$ cat config.mk
export PLATFORM = sky130hd
export DESIGN_NAME = instr_sequencer
export DESIGN_NICKNAME = d
export VERILOG_FILES = /design/src/rtl/proc_pkg.sv /design/src/rtl/instr_sequencer.sv
export SDC_FILE = /design/constraint.sdc
export NUM_CORES = 1
export LEC_CHECK = 0
export BUFFER_PORTS_ARGS = -buffer_cell sky130_fd_sc_hd__buf_4
export CORE_MARGIN = 3
export CORE_UTILIZATION = 40
export CTS_CLUSTER_SIZE = 8
export DETAILED_ROUTE_END_ITERATION = 10
export PLACE_DENSITY = 0.63
export RECOVER_POWER = 100
export SYNTH_ARGS = -nofsm -noshare
export SYNTH_HDL_FRONTEND = slang
export SYNTH_SLANG_ARGS = --single-unit
$ cat constraint.sdc
create_clock -name clk -period 2.94 [get_ports clk]
set_input_delay 0.588 -clock clk [delete_from_list [all_inputs] [get_ports clk]]
set_output_delay 0.588 -clock clk [all_outputs]
set_load 0.005 [all_outputs]
$ cat src/rtl/proc_pkg.sv
// Shared processor definitions: instruction word layout, op codes and the
// sequencer state encoding used by the instruction sequencer.
package proc_pkg;

    localparam int OPCODE_W = 16;
    localparam logic [OPCODE_W-1:0] HALT_WORD_DEF = 16'hFFFF;

    localparam int OP_MSB  = 15;
    localparam int OP_LSB  = 13;
    localparam int RA_MSB  = 12;
    localparam int RA_LSB  = 10;
    localparam int RB_MSB  = 9;
    localparam int RB_LSB  = 7;
    localparam int RC_MSB  = 6;
    localparam int RC_LSB  = 4;
    localparam int IMM_MSB = 6;
    localparam int IMM_LSB = 0;

    typedef enum logic [2:0] {
        OP_ADD  = 3'b000,
        OP_ADDI = 3'b001,
        OP_SUBI = 3'b010,
        OP_SUB  = 3'b011
    } op_e;

    typedef enum logic [2:0] {
        IDLE,
        FETCH,
        ISSUE,
        CAPTURE,
        DONE
    } seq_state_e;

    function automatic logic [2:0] op_field(input logic [OPCODE_W-1:0] word);
        return word[OP_MSB:OP_LSB];
    endfunction

endpackage

$ cat src/rtl/instr_sequencer.sv
// Fetches instructions from a synchronous memory, holds each on opcode for
// RESULT_LAT cycles, samples the processor result and streams it out.
module instr_sequencer
    import proc_pkg::*;
#(
    parameter int                    ADDR_W     = 8,
    parameter int                    RESULT_LAT = 1,
    parameter logic [OPCODE_W-1:0]   HALT_WORD  = HALT_WORD_DEF
) (
    input  logic                clk,
    input  logic                rst,
    input  logic                start,
    input  logic [ADDR_W-1:0]   last_addr,
    output logic [ADDR_W-1:0]   imem_addr,
    input  logic [15:0]         imem_data,
    output logic [15:0]         opcode,
    input  logic [15:0]         result,
    output logic [15:0]         res_data,
    output logic                res_valid,
    input  logic                res_ready,
    output logic                busy,
    output logic                done,
    output logic [ADDR_W:0]     instr_count
);

    seq_state_e           state_reg;
    logic [ADDR_W-1:0]    pc_reg;
    logic [ADDR_W-1:0]    last_addr_reg;
    logic [ADDR_W-1:0]    imem_addr_reg;
    logic [3:0]           lat_cnt_reg;
    logic [15:0]          opcode_reg;
    logic [15:0]          res_data_reg;
    logic                 res_valid_reg;
    logic                 busy_reg;
    logic                 done_reg;
    logic [ADDR_W:0]      instr_count_reg;

    logic                 at_last;
    assign at_last = (pc_reg == last_addr_reg);

    // The memory has one cycle of read latency and FETCH lasts one cycle, so
    // the next address is presented as soon as the current word is consumed.
    // Parking the address at 0 in IDLE/DONE makes a restart fetch word 0.
    always_ff @(posedge clk) begin
        if (rst) begin
            state_reg       <= IDLE;
            pc_reg          <= '0;
            last_addr_reg   <= '0;
            imem_addr_reg   <= '0;
            lat_cnt_reg     <= '0;
            opcode_reg      <= '0;
            res_data_reg    <= '0;
            res_valid_reg   <= 1'b0;
            busy_reg        <= 1'b0;
            done_reg        <= 1'b0;
            instr_count_reg <= '0;
        end else begin
            unique case (state_reg)
                IDLE, DONE: begin
                    if (start) begin
                        last_addr_reg   <= last_addr;
                        pc_reg          <= '0;
                        imem_addr_reg   <= '0;
                        instr_count_reg <= '0;
                        busy_reg        <= 1'b1;
                        done_reg        <= 1'b0;
                        state_reg       <= FETCH;
                    end
                end
                FETCH: begin
                    if (imem_data == HALT_WORD) begin
                        imem_addr_reg <= '0;
                        busy_reg      <= 1'b0;
                        done_reg      <= 1'b1;
                        state_reg     <= DONE;
                    end else begin
                        opcode_reg      <= imem_data;
                        instr_count_reg <= instr_count_reg + (ADDR_W+1)'(1);
                        lat_cnt_reg     <= 4'(RESULT_LAT - 1);
                        imem_addr_reg   <= at_last ? '0 : pc_reg + ADDR_W'(1);
                        state_reg       <= ISSUE;
                    end
                end
                ISSUE: begin
                    if (lat_cnt_reg != 4'd0) begin
                        lat_cnt_reg <= lat_cnt_reg - 4'd1;
                    end else begin
                        res_data_reg  <= result;
                        res_valid_reg <= 1'b1;
                        state_reg     <= CAPTURE;
                    end
                end
                CAPTURE: begin
                    if (res_valid_reg && res_ready) begin
                        res_valid_reg <= 1'b0;
                        if (at_last) begin
                            imem_addr_reg <= '0;
                            busy_reg      <= 1'b0;
                            done_reg      <= 1'b1;
                            state_reg     <= DONE;
                        end else begin
                            pc_reg        <= pc_reg + ADDR_W'(1);
                            imem_addr_reg <= pc_reg + ADDR_W'(1);
                            state_reg     <= FETCH;
                        end
                    end
                end
                default: state_reg <= IDLE;
            endcase
        end
    end

    assign imem_addr   = imem_addr_reg;
    assign opcode      = opcode_reg;
    assign res_data    = res_data_reg;
    assign res_valid   = res_valid_reg;
    assign busy        = busy_reg;
    assign done        = done_reg;
    assign instr_count = instr_count_reg;

endmodule

==> results.sh <==
export IMPL_status="finished clean"
export IMPL_synth_area_mm2=0.00339
export IMPL_final_antenna_net_count=0
export IMPL_layout_commonest_cell="dfxtp_1"
export IMPL_cts_root_buf="clkbuf_8"
export IMPL_grt_pass1_vias=2868
export IMPL_grt_busiest_layer="met2"
export IMPL_post_cts_buffers=0
export IMPL_drv_cap=0
export IMPL_dpl_cell_area_mm2=0.00414
export IMPL_met2_usage=0.268
export IMPL_std_cell_rows=32
export IMPL_grt_use_met3=0.0493
export IMPL_netlist_cell_type_count=55
export IMPL_crit_cells=6
export IMPL_worst_ir_drop_vdd_v=0.000332
export IMPL_die_area_mm2=0.00962
export IMPL_finalSetupTns_ns=0
export IMPL_final_hold_violation_count=0
export IMPL_whs_ns=0.452
export IMPL_ys_seq_area_frac=0.443
export IMPL_synth_warnings=0
export IMPL_cpLargestDelayFamily="compound AO/OA/AOI/OAI gates"
export IMPL_startpoint_type="input pin"
export IMPL_r2r_slack_ns=0.66
export IMPL_finClkSkew_ns=0.00708
export IMPL_worstHoldPathCells=2
export IMPL_crit_chain="clkbuf_4, nand4_1, o41ai_1, buf_4, nor4_1, o21a_1"
export IMPL_htreeDepth=3
export IMPL_drt_total_wl_um=8220
export IMPL_period_needed_ns=2.30
export IMPL_ys_ff_latch=75
export IMPL_min_path_type="flip-flop to flip-flop"
export IMPL_critPathKind="input pin to flip-flop"
export IMPL_vias_per_cell=5.31
export IMPL_drc=0
export IMPL_place_gp_congestion=0.785
export IMPL_cts_tree="built"
export IMPL_worstPathArrival_ns=2.55
export IMPL_antenna_cells=0
export IMPL_drt_iter0_drc=109
export IMPL_overflow=0
export IMPL_worst_path_largest_cell_delay_ns=1.08
export IMPL_clkTransAtPathRegs_ns=0.08
export IMPL_cp_data_required_time_ns=3.19
export IMPL_area_delta_synth_final_pct=25.0
export IMPL_die_w_um=98.1
export IMPL_max_freq_mhz=434
export IMPL_finalInstanceArea_mm2=0.00424
export IMPL_met1_usage=0.231
export IMPL_portBuffers=95
export IMPL_hpwl_um=6030
export IMPL_nNetsFinal=525
export IMPL_relSlewSlack=0.188
export IMPL_dr_pass1_iters=4
export IMPL_drive_above_1_share=0.211
export IMPL_path_buf_inv=2
export IMPL_rsz0062_at_grt="false"
export IMPL_insertion_delay_ns=0.35
export IMPL_die_y_um=98.1
export IMPL_layout_common_cells="75 x dfxtp_1, 59 x nand2_1, 46 x buf_4, 37 x clkbuf_4, 36 x nand3_1"
export IMPL_max_slew_worst_pin_slew_ns=1.20
export IMPL_endpoint_kind="flip-flop"
export IMPL_ctsHoldBuffers=0
export IMPL_start_util=0.426
export IMPL_power_leakage_nw=1.71
export IMPL_vias=3104
export IMPL_cts_buffers=9
export IMPL_grt_max_degree=57
export IMPL_setup_viol=0
export IMPL_synthesis_nets=436
export IMPL_track_usage=0.174
export IMPL_slew_violations=0
export IMPL_critical_path_slowest_cell="o41ai_1"
export IMPL_grt_pass1_wl_um=13800
export IMPL_core_area_mm2=0.00797
export IMPL_post_drt_wl_per_cell_um=14.1
export IMPL_clockBufferDepth=2
export IMPL_num_io_pins=96
export IMPL_period_share=0.783
export IMPL_ctsResizeCount=0
export IMPL_fin_util=0.532
export IMPL_crit_fanout=22
export IMPL_synth_cells=389
export IMPL_ff2ff_path_depth=7
export IMPL_antenna_found_initial=0
export IMPL_avgSynthCellArea_um2=8.72
export IMPL_powerDensity_mw_per_mm2=741
export IMPL_cts_sinks=75
-- synthesized netlist by cell type (all sizes together) --
master / instances / share of area
mux2i: 21 / 0.062
a21oi: 33 / 0.049
and4: 2 / 0.0052
o2111ai: 1 / 0.0026
or3b: 1 / 0.0026
buf: 14 / 0.030
clkinv: 1 / 0.0011
o21a: 1 / 0.0022
nand2: 59 / 0.065
or4: 4 / 0.010
o21bai: 1 / 0.0022
and3: 3 / 0.0055
a21o: 3 / 0.0066
xnor2: 11 / 0.028
a21bo: 1 / 0.0030
nor4: 3 / 0.0074
nand3: 36 / 0.053
a31oi: 3 / 0.0055
clkbuf: 8 / 0.0089
nor2: 28 / 0.031
dfxtp: 75 / 0.44
nor3: 2 / 0.0030
o31ai: 8 / 0.018
a211o: 1 / 0.0026
nand2b: 3 / 0.0055
a32oi: 2 / 0.0052
nor3b: 3 / 0.0081
o21ai: 14 / 0.023
nand3b: 3 / 0.0066
or2: 1 / 0.0018
ha: 3 / 0.011
a2111o: 1 / 0.0033
o211ai: 1 / 0.0037
and3b: 1 / 0.0026
nand4: 9 / 0.018
a211oi: 1 / 0.0022
or3: 7 / 0.013
and2: 5 / 0.0092
o22ai: 1 / 0.0018
o31a: 2 / 0.0052
inv: 4 / 0.0044
o41ai: 1 / 0.0081
a41o: 1 / 0.0030
xor2: 3 / 0.0077
a311oi: 3 / 0.0096
-- path summary, 6_finish.rpt --
kind | start | to
worst max-delay path | imem_data[5] | instr_count[6]
worst min-delay path | opcode[15] | opcode[15]
worst max register to register | lat_cnt_reg[0] | res_data[11]
worst min register to register | opcode[15] | opcode[15]
-- cell type report --
cell class,instances,area [µm²]
timing repair buffer,100,687
inverter,5,18.8
fill,795,3730
tap,102,128
clock buffer,11,131
clock inverter,5,77.6
multi-input combinational,287,1700
sequential,75,1500
-- stage by stage --
stage / worst slack, ns / std cells / power (mW)
after detailed placement: 0.777 / 569 / 2.39
after global placement: 0.790 / 569 / 2.38
after floorplan: 1.07 / 389 / 2.01
after CTS: 0.974 / 585 / 3.27
final: 0.637 / 585 / 3.14
after global routing: 0.420 / 585 / 3.36
-- worst register-to-register path: cells and delay by family, from the launching register on --
kind          cells  cell delay [ns]
fa+ha+maj         1             0.21
simple gates      3             0.38
buf+inv           2             0.89
mux               1             0.28
flops             1             0.37
-- per-layer routing --
| metal | part of all wire | wire [µm] |
|---|---|---|
| met4 | 0.021 | 172 |
| met1 | 0.46 | 3760 |
| met2 | 0.46 | 3780 |
| met5 | 0 | 0 |
| met3 | 0.062 | 509 |
-- cells by family after synthesis --
kind of cell,Yosys count,synth area share
multiplexers,21,0.0620
adder cells (fa/ha/maj),3,0.0111
buffers and inverters,27,0.0439
XOR/XNOR,14,0.0361
AND/OR/NAND/NOR,170,0.248
AO/OA/AOI/OAI,79,0.156
flip-flops,75,0.443
-- power by group --
part / total [mW] / internal, mW / switching [mW] / leakage [nW]
clock: 0.861 / 0.476 / 0.385 / 0.103
sequential: 1.30 / 1.17 / 0.121 / 0.609
combinational: 0.983 / 0.414 / 0.569 / 0.998
(Power assumes the default switching activity.)
